--- src/rtl/uart_rx_fifo.sv ---
`timescale 1ns/1ps
// Receive FIFO behind a UART receiver: first-word-fall-through output,
// hysteretic RTS flow control, and sticky overflow / saturating drop counter.
module uart_rx_fifo #(
    parameter int WORD_SIZE  = 8,
    parameter int DEPTH      = 16,
    parameter int RTS_MARGIN = 4
) (
    input  logic                       clk,
    input  logic                       rst,
    input  logic [WORD_SIZE-1:0]       wr_data,
    input  logic                       wr_pulse,
    output logic [WORD_SIZE-1:0]       rd_data,
    output logic                       rd_valid,
    input  logic                       rd_ready,
    output logic [$clog2(DEPTH):0]     count,
    output logic                       full,
    output logic                       empty,
    output logic                       rts_n,
    output logic                       overflow,
    input  logic                       overflow_clr,
    output logic [7:0]                 drop_count
);
    localparam int AW = $clog2(DEPTH);
    localparam int CW = AW + 1;
    localparam logic [CW-1:0] DEPTH_C = CW'(DEPTH);
    localparam logic [CW-1:0] RTS_ON  = CW'(RTS_MARGIN);
    localparam logic [CW-1:0] RTS_OFF = CW'(2 * RTS_MARGIN);

    logic [WORD_SIZE-1:0] mem_q [DEPTH];
    logic [AW-1:0]        wr_ptr_q, wr_ptr_d;
    logic [AW-1:0]        rd_ptr_q, rd_ptr_d;
    logic [CW-1:0]        count_q, count_d;
    logic [CW-1:0]        free_d;
    logic                 rts_n_q, rts_n_d;
    logic                 overflow_q, overflow_d;
    logic [7:0]           drop_count_q, drop_count_d;
    logic                 push, pop, drop;

    assign full     = (count_q == DEPTH_C);
    assign empty    = (count_q == '0);
    assign rd_valid = !empty;
    assign rd_data  = mem_q[rd_ptr_q];

    // A pop frees the slot in the same edge, so a full FIFO still accepts a push alongside it.
    assign pop  = rd_valid && rd_ready;
    assign push = wr_pulse && (!full || pop);
    assign drop = wr_pulse && full && !pop;

    always_comb begin
        wr_ptr_d     = wr_ptr_q;
        rd_ptr_d     = rd_ptr_q;
        count_d      = count_q;
        overflow_d   = overflow_q;
        drop_count_d = drop_count_q;
        rts_n_d      = rts_n_q;

        if (push) wr_ptr_d = wr_ptr_q + AW'(1);
        if (pop)  rd_ptr_d = rd_ptr_q + AW'(1);

        case ({push, pop})
            2'b10:   count_d = count_q + CW'(1);
            2'b01:   count_d = count_q - CW'(1);
            default: count_d = count_q;
        endcase

        if (drop)              overflow_d = 1'b1;
        else if (overflow_clr) overflow_d = 1'b0;

        if (drop && drop_count_q != 8'hFF) drop_count_d = drop_count_q + 8'd1;

        // Threshold on the post-edge occupancy; between the two levels hold the last value.
        free_d = DEPTH_C - count_d;
        if (free_d <= RTS_ON)       rts_n_d = 1'b1;
        else if (free_d >= RTS_OFF) rts_n_d = 1'b0;
    end

    always_ff @(posedge clk) begin
        if (rst) begin
            wr_ptr_q     <= '0;
            rd_ptr_q     <= '0;
            count_q      <= '0;
            rts_n_q      <= 1'b0;
            overflow_q   <= 1'b0;
            drop_count_q <= 8'd0;
        end else begin
            wr_ptr_q     <= wr_ptr_d;
            rd_ptr_q     <= rd_ptr_d;
            count_q      <= count_d;
            rts_n_q      <= rts_n_d;
            overflow_q   <= overflow_d;
            drop_count_q <= drop_count_d;
        end
    end

    always_ff @(posedge clk) begin
        if (!rst && push) mem_q[wr_ptr_q] <= wr_data;
    end

    assign count      = count_q;
    assign rts_n      = rts_n_q;
    assign overflow   = overflow_q;
    assign drop_count = drop_count_q;
endmodule
--- config.mk ---
export PLATFORM = sky130hd
export DESIGN_NAME = uart_rx_fifo
export DESIGN_NICKNAME = d
export VERILOG_FILES = /design/src/rtl/uart_rx_fifo.sv
export SDC_FILE = /design/constraint.sdc
export NUM_CORES = 1
export LEC_CHECK = 0
export BUFFER_PORTS_ARGS = -buffer_cell sky130_fd_sc_hd__buf_2
export CAP_MARGIN = 25
export CORE_UTILIZATION = 30
export DETAILED_ROUTE_END_ITERATION = 10
export GPL_TIMING_DRIVEN = 0
export SYNTH_ARGS = -nofsm -noshare
export SYNTH_HDL_FRONTEND = slang
export SYNTH_SLANG_ARGS = --single-unit
--- constraint.sdc ---
create_clock -name clk -period 3.35 [get_ports clk]
set_input_delay 0.1675 -clock clk [delete_from_list [all_inputs] [get_ports clk]]
set_output_delay 0.1675 -clock clk [all_outputs]
set_load 0.005 [all_outputs]
Word-level counts from Yosys, hierarchy flattened
Memory sizes are Yosys's and may differ from the RTL's. A register that Yosys moved wholly into a read port is not among the register bits.
Cells that the tools add are included.
{"block": "word_totals", "regBits": 23, "ramBits": 128, "input_bits": 13, "output_inout_bits": 26, "word_cells": 42, "memories": 1}
{"block": "op_classes", "add_sub_neg": 6, "magnitude_cmp": 2, "eq_ne": 4, "muxes": 9, "n_reduce_logical": 14}
{"name": "mem_q", "depth": 16, "word_bits": 8, "rd": 1, "rd_clocked_by_memory_dff": 1, "wr": 1, "line_no": "30", "rtl": "logic [WORD_SIZE-1:0] mem_q [DEPTH];"}
{"op": "$pmux W5 S2", "n": 1}
{"op": "$add A4 B1 Y4 const B", "n": 2}
{"op": "$add A8 B1 Y8 const B", "n": 1}
{"op": "$mux W4", "n": 2}
{"op": "$ne A8 B8 Y1 const B", "n": 1}
{"op": "$logic_and A1 B1 Y1", "n": 6}
{"op": "$mux W1", "n": 6}
{"op": "$add A5 B1 Y5 const B", "n": 1}
{"op": "$eq A5 B5 Y1 const B", "n": 1}
{"op": "$ge A5 B4 Y1 const B", "n": 1}
{"op": "$le A5 B3 Y1 const B", "n": 1}
{"op": "$logic_not A5 Y1", "n": 1}
{"op": "$sub A5 B1 Y5 const B", "n": 1}
{"op": "$sub A5 B5 Y5 const A", "n": 1}
{"op": "$logic_not A1 Y1", "n": 4}
{"op": "$reduce_bool A2 Y1", "n": 2}
{"op": "$eq A2 B1 Y1 const B", "n": 1}
{"op": "$eq A2 B2 Y1 const B", "n": 1}
{"op": "$logic_or A1 B1 Y1", "n": 1}

Longest topological paths before layout
{"block": "logic_depth", "ltp_word": 11, "mapped_depth": 12, "mapped_depth_nobuf": 12}

Least setup slack after synthesis
Ideal clock, no wire load.
{"block": "synth_timing", "path_type": "reg2reg", "from": "reg count_q[0], in the netlist count[0]", "to": "reg rts_n_q, in the netlist rts_n", "setup_time_ps": 91, "arrival_time_ps": 2972, "required_time_ps": 3259, "slack_ps": 286, "path_stages_with_launch": 13, "n_path_buf": 0, "period_less_slack_ps": 3064, "path_cell_list": "dfxtp_1 > or4_4 > nor2_4 > inv_2 > nand2_1 > nor2_1 > ha_1 > a211oi_1 > or3b_1 > o221a_2 > a211oi_2 > a21oi_1 > nor4bb_1"}
{"block": "synth_between", "elab_chain_cells": 10, "elab_cells_between_ends": 17, "cone_classes": "add/sub (3); order compare (2); eq/ne (3); mux (2); reduce/logical (7)"}
{"item": "start: declaration", "line_no": "33", "rtl": "logic [CW-1:0] count_q, count_d;"}
{"item": "start signal: assignment", "line_no": "89", "rtl": "count_q <= count_d;"}
{"item": "$logic_not A5 Y1 *", "line_no": "41", "rtl": "assign empty = (count_q == '0);"}
{"item": "net empty", "line_no": "18", "rtl": "output logic empty,"}
{"item": "$logic_not A1 Y1 *", "line_no": "42", "rtl": "assign rd_valid = !empty;"}
{"item": "net rd_valid", "line_no": "14", "rtl": "output logic rd_valid,"}
{"item": "$logic_and A1 B1 Y1 *", "line_no": "46", "rtl": "assign pop = rd_valid && rd_ready;"}
{"item": "$logic_or A1 B1 Y1", "line_no": "47", "rtl": "assign push = wr_pulse && (!full || pop);"}
{"item": "$logic_and A1 B1 Y1", "line_no": "47"}
{"item": "$eq A2 B1 Y1 or $eq A2 B2 Y1 (tied branches)", "line_no": "61", "rtl": "case ({push, pop})"}
{"item": "$pmux W5 S2 *", "line_no": "61"}
{"item": "$sub A5 B5 Y5 *", "line_no": "73", "rtl": "free_d = DEPTH_C - count_d;"}
{"item": "$le A5 B3 Y1 or $ge A5 B4 Y1 (tied branches)", "line_no": "74, 75"}
{"item": "$mux W1 or $reduce_bool A2 Y1 (tied branches)"}
{"item": "end signal: assignment", "line_no": "90", "rtl": "rts_n_q <= rts_n_d;"}
{"item": "end: declaration", "line_no": "35", "rtl": "logic rts_n_q, rts_n_d;"}
Mark *: on every way through the listed nets, which the timed path passes. The rest lies on a longest branch.
A chain may end at the register's enable or synchronous reset.

Worst setup path after layout
{"block": "layout_timing", "from": "reg count_q[1], in the netlist count[1]", "to": "reg rts_n_q, in the netlist rts_n"}
{"block": "layout_between", "elab_chain_cells": 10, "elab_cells_between_ends": 17, "cone_classes": "add/sub (3); order compare (2); eq/ne (3); mux (2); reduce/logical (7)"}
{"item": "$logic_not A5 Y1", "line_no": "41"}
{"item": "$logic_not A1 Y1", "line_no": "42"}
{"item": "$logic_and A1 B1 Y1", "line_no": "46"}
{"item": "$logic_or A1 B1 Y1", "line_no": "47"}
{"item": "$logic_and A1 B1 Y1", "line_no": "47"}
{"item": "$eq A2 B1 Y1 or $eq A2 B2 Y1 (tied branches)", "line_no": "61"}
{"item": "$pmux W5 S2 *", "line_no": "61"}
{"item": "$sub A5 B5 Y5 *", "line_no": "73"}
{"item": "$le A5 B3 Y1 or $ge A5 B4 Y1 (tied branches)", "line_no": "74, 75"}
{"item": "$mux W1 or $reduce_bool A2 Y1 (tied branches)"}
Mark *: on every way between the ends. The rest lies on a longest branch, timed or not.

==> summary.txt <==
Synthesis
  – Synthesized flop and latch total: 155
  – Synth Area per Inst: 18.2 um^2
  – Most used DFF post-synth: edfxtp_1
  – Count leader, synth: edfxtp_1
  – Post-synth EDFFs: 128
  – Async set-reset flop share out of synthesis: 0%
  – Cell Area, Synth: 6220 um^2
  – Area leader, netlist: edfxtp_1
  – Synth top area cells: edfxtp_1, mux4_2, dfxtp_1
  – Synthesized instance count: 342
  – Synthesized net count: 366
  – Top cell type's share of synthesized area: 61.8%
  – Ys Warns: 0
  – Post-synth top cells: edfxtp_1, mux4_2, nor2_1, dfxtp_1, xor2_1
  – Post-synth cell types: 39
  – Register area share after synthesis: 70.5%

Layout
  – Post-layout util: 36.6%
  – Antenna cells: 0
  – Share of cells above drive strength 1: 31.0%
  – Area Overhead vs Synth: 19.3%
  – Final Cell Area: 7420 um^2
  – Nets: 428
  – Fillers: 1904

Worst setup path
  – Kind of critical path: reg -> reg
  – Arrival time worst endpoint: 3.48 ns
  – Startpoint Class: flop
  – Worst setup EP type: flop
  – Cells on worst reg2reg path: 12
  – Worst Path Max Fanout: 7
  – R2r endpoint: rts_n$_SDFFE_PP0P_
  – Worst Path Required: 3.67 ns
  – R2R Path Start: count[1]$_SDFF_PP0_
  – FF-to-FF setup slack: 0.19 ns

GRT
  – Initial antenna violation count: 0
  – Vias in the first global route: 3355
  – First-pass GRT wire length: 19400 um
  – Total gr overflow: 0
  – Tot GR Track Use: 12.6%
  – Largest net degree at the start of global routing: 17

CTS
  – CTS root buffer: clkbuf_16
  – Clk sink count: 155
  – Clock tree buffer depth: 2
  – CTS Buf Count: 17
  – Worst-path clk slew: 0.06 ns
  – CTS tree: done
  – Max H-tree Level: 4
  – Post-CTS Hold Buffers: 0
  – Worst skew pair latency: 0.41 ns

Placement
  – RD Place Congestion: 0.756
  – Placed Area: 6760 um^2
  – DP HPWL: 8380 um
  – IO buf count: 37

Power and ir drop
  – Combinational share of power: 19.2%
  – Flop pwr share: 42.3%
  – Cell Pwr Density: 701 nW/um^2
  – P_int: 3.89 mW
  – Total power: 5.20 mW
  – Sw Share: 25.3%
  – Max VDD drop: 0.544 mV
  – Leakage: 2.48 nW
  – Net switching power: 1.32 mW
  – Clk pwr share: 38.6%

Worst hold path
  – Hold path endpoint: overflow$_SDFFE_PP0P_
  – HP Start: overflow_clr
  – HP Class: in -> reg
  – Hold Path Depth: 3

Detailed routing
  – Number of remaining DRC errors: 0
  – TritonRoute pass-1 iters: 4
  – DR vias/cell: 4.75
  – Routed length per instance: 18.2 um
  – Drt total wl: 12500 um
  – Via count: 3258
  – Number of routed nets with antenna violations: 0
  – Iter 0 DRT Violations: 216

Timing
  – Clock Skew: 0.00849 ns
  – Max Slew Vio Count: 0
  – RSZ-0062 raised after global routing: no
  – Final setup violation count: 0
  – Worst rel slew slack: 46.5%
  – Hold Fails Final Rpt: 0
  – Max Fclk: 0.316 GHz
  – Tmin final: 3.16 ns
  – Period utilisation layout: 94.5%
  – Worst slew pin tran: 0.800 ns
  – Total Neg Setup Slack: 0 ns

Die
  – # IOs: 39
  – Core ar.: 20300 um^2
  – # rows: 52
  – Die Ht: 146 um
  – Die Wd: 146 um
  – Starting Density: 30.6%
  – Die area: 21300 um^2

Job
  – Max-cap check violation count: 0

Run status
  – Outcome: finished, final reports clean
==> state kept, by name, summed over array words and instances (netlist names), named ones only <==
signal and flops:
mem_q 128, rd_ptr_q 4, wr_ptr_q 4, drop_count 8, count 5, overflow 1, rts_n 1
==> worst max-delay path, stage by stage, from the launching register on <==
cell and delay (ns):
dfxtp_2 0.36, or4_4 0.57, nor2_4 0.14, inv_2 0.06, nand2_2 0.12, nor2_1 0.11, ha_1 0.35, a211oi_2 0.10
or3b_4 0.42, o221a_2 0.28, a211oi_4 0.22, a21oi_1 0.07, nor4bb_1 0.27
==> cell families after synthesis <==
| logic type | Yosys count | share of synthesized area, % |
|---|---|---|
| DFF | 155 | 70.5 |
| and+or+nand+nor | 79 | 6.01 |
| muxes | 47 | 15.7 |
| buffers and inverters | 19 | 1.21 |
| xor gates and xnor gates | 16 | 2.25 |
| AOI/OAI and AO/OA | 15 | 1.99 |
| adders and majority gates | 11 | 2.33 |
==> metrics by stage <==
step / hold WS (ns) / worst slack [ns] / cells
global route: 0.00288 / 0.0301 / 686
finish: 0.0196 / 0.186 / 686
detailed placement: 0.445 / -0.0328 / 653
floorplan: 0.266 / 0.286 / 342
CTS: 0.00238 / 0.0413 / 684
global placement: 0.445 / 0.0323 / 649
==> cells in the final DEF (no fill, tap or decap), drive strengths merged, types with 2 or more instances in the layout <==
| master | instances |
|---|---|
| and3 | 2 |
| ha | 10 |
| clkbuf | 26 |
| nor2 | 41 |
| nand2b | 4 |
| nand2 | 10 |
| nand3 | 5 |
| mux2i | 7 |
| edfxtp | 128 |
| xor2 | 11 |
| nor3 | 5 |
| a211oi | 2 |
| a21oi | 6 |
| dfxtp | 27 |
| xnor2 | 5 |
| inv | 10 |
| nand4 | 4 |
| clkinv | 3 |
| bufinv | 4 |
| mux4 | 40 |
| nor2b | 2 |
| buf | 49 |
==> layer usage <==
layer / share of wire [%] / wire length (um) / GRT usage (%) / up-vias
met2: 49 / 6110 / 20.1 / 107
met4: 0.95 / 118 / 3.49 / 0
met3: 6.8 / 853 / 3.92 / 9
met5: 0 / 0 / 0 / -
met1: 43 / 5380 / 16.5 / 1672
li1: - / - / - / 1470
==> how the worst max path moves through the flow <==
stage	from	cells after the start	end
after floorplan	count[0]$_SDFF_PP0_	12	rts_n$_SDFFE_PP0P_
after global placement	count[0]$_SDFF_PP0_	12	rts_n$_SDFFE_PP0P_
after detailed placement	count[0]$_SDFF_PP0_	12	rts_n$_SDFFE_PP0P_
after CTS	count[0]$_SDFF_PP0_	12	rts_n$_SDFFE_PP0P_
after global routing	count[0]$_SDFF_PP0_	12	rts_n$_SDFFE_PP0P_
final	count[1]$_SDFF_PP0_	12	rts_n$_SDFFE_PP0P_
==> cell type report <==
cell class | instances | area [um^2] | share of cell area [%]
Sequential cell | 155 | 4390 | 59.1
Multi-Input combinational cell | 168 | 1790 | 24.1
Clock buffer | 18 | 429 | 5.78
Tap cell | 270 | 338 | 4.55
Timing Repair Buffer | 43 | 220 | 2.97
Clock inverter | 13 | 189 | 2.54
Buffer | 14 | 56.3 | 0.758
Inverter | 5 | 18.8 | 0.253
==> power groups by stage <==
stage	Clock, mW	Sequential [mW]	Combinational, mW
after CTS	2.05	2.20	0.972
after floorplan	0	2.23	0.674
final	2.01	2.20	0.997
after global placement	0	2.24	0.934
after detailed placement	0	2.24	0.952
after global routing	2.12	2.21	1.09
==> repair_timing <==
action / in CTS / in global routing
endpoints found under the setup margin: 1 / 1
pin swaps: 1 / 4
endpoints found under the hold margin: 0 / 0
resized for setup: 3 / 4
cloned: 0 / 0
buffers inserted: 0 / 2
Power figures use the tool's default switching activity.
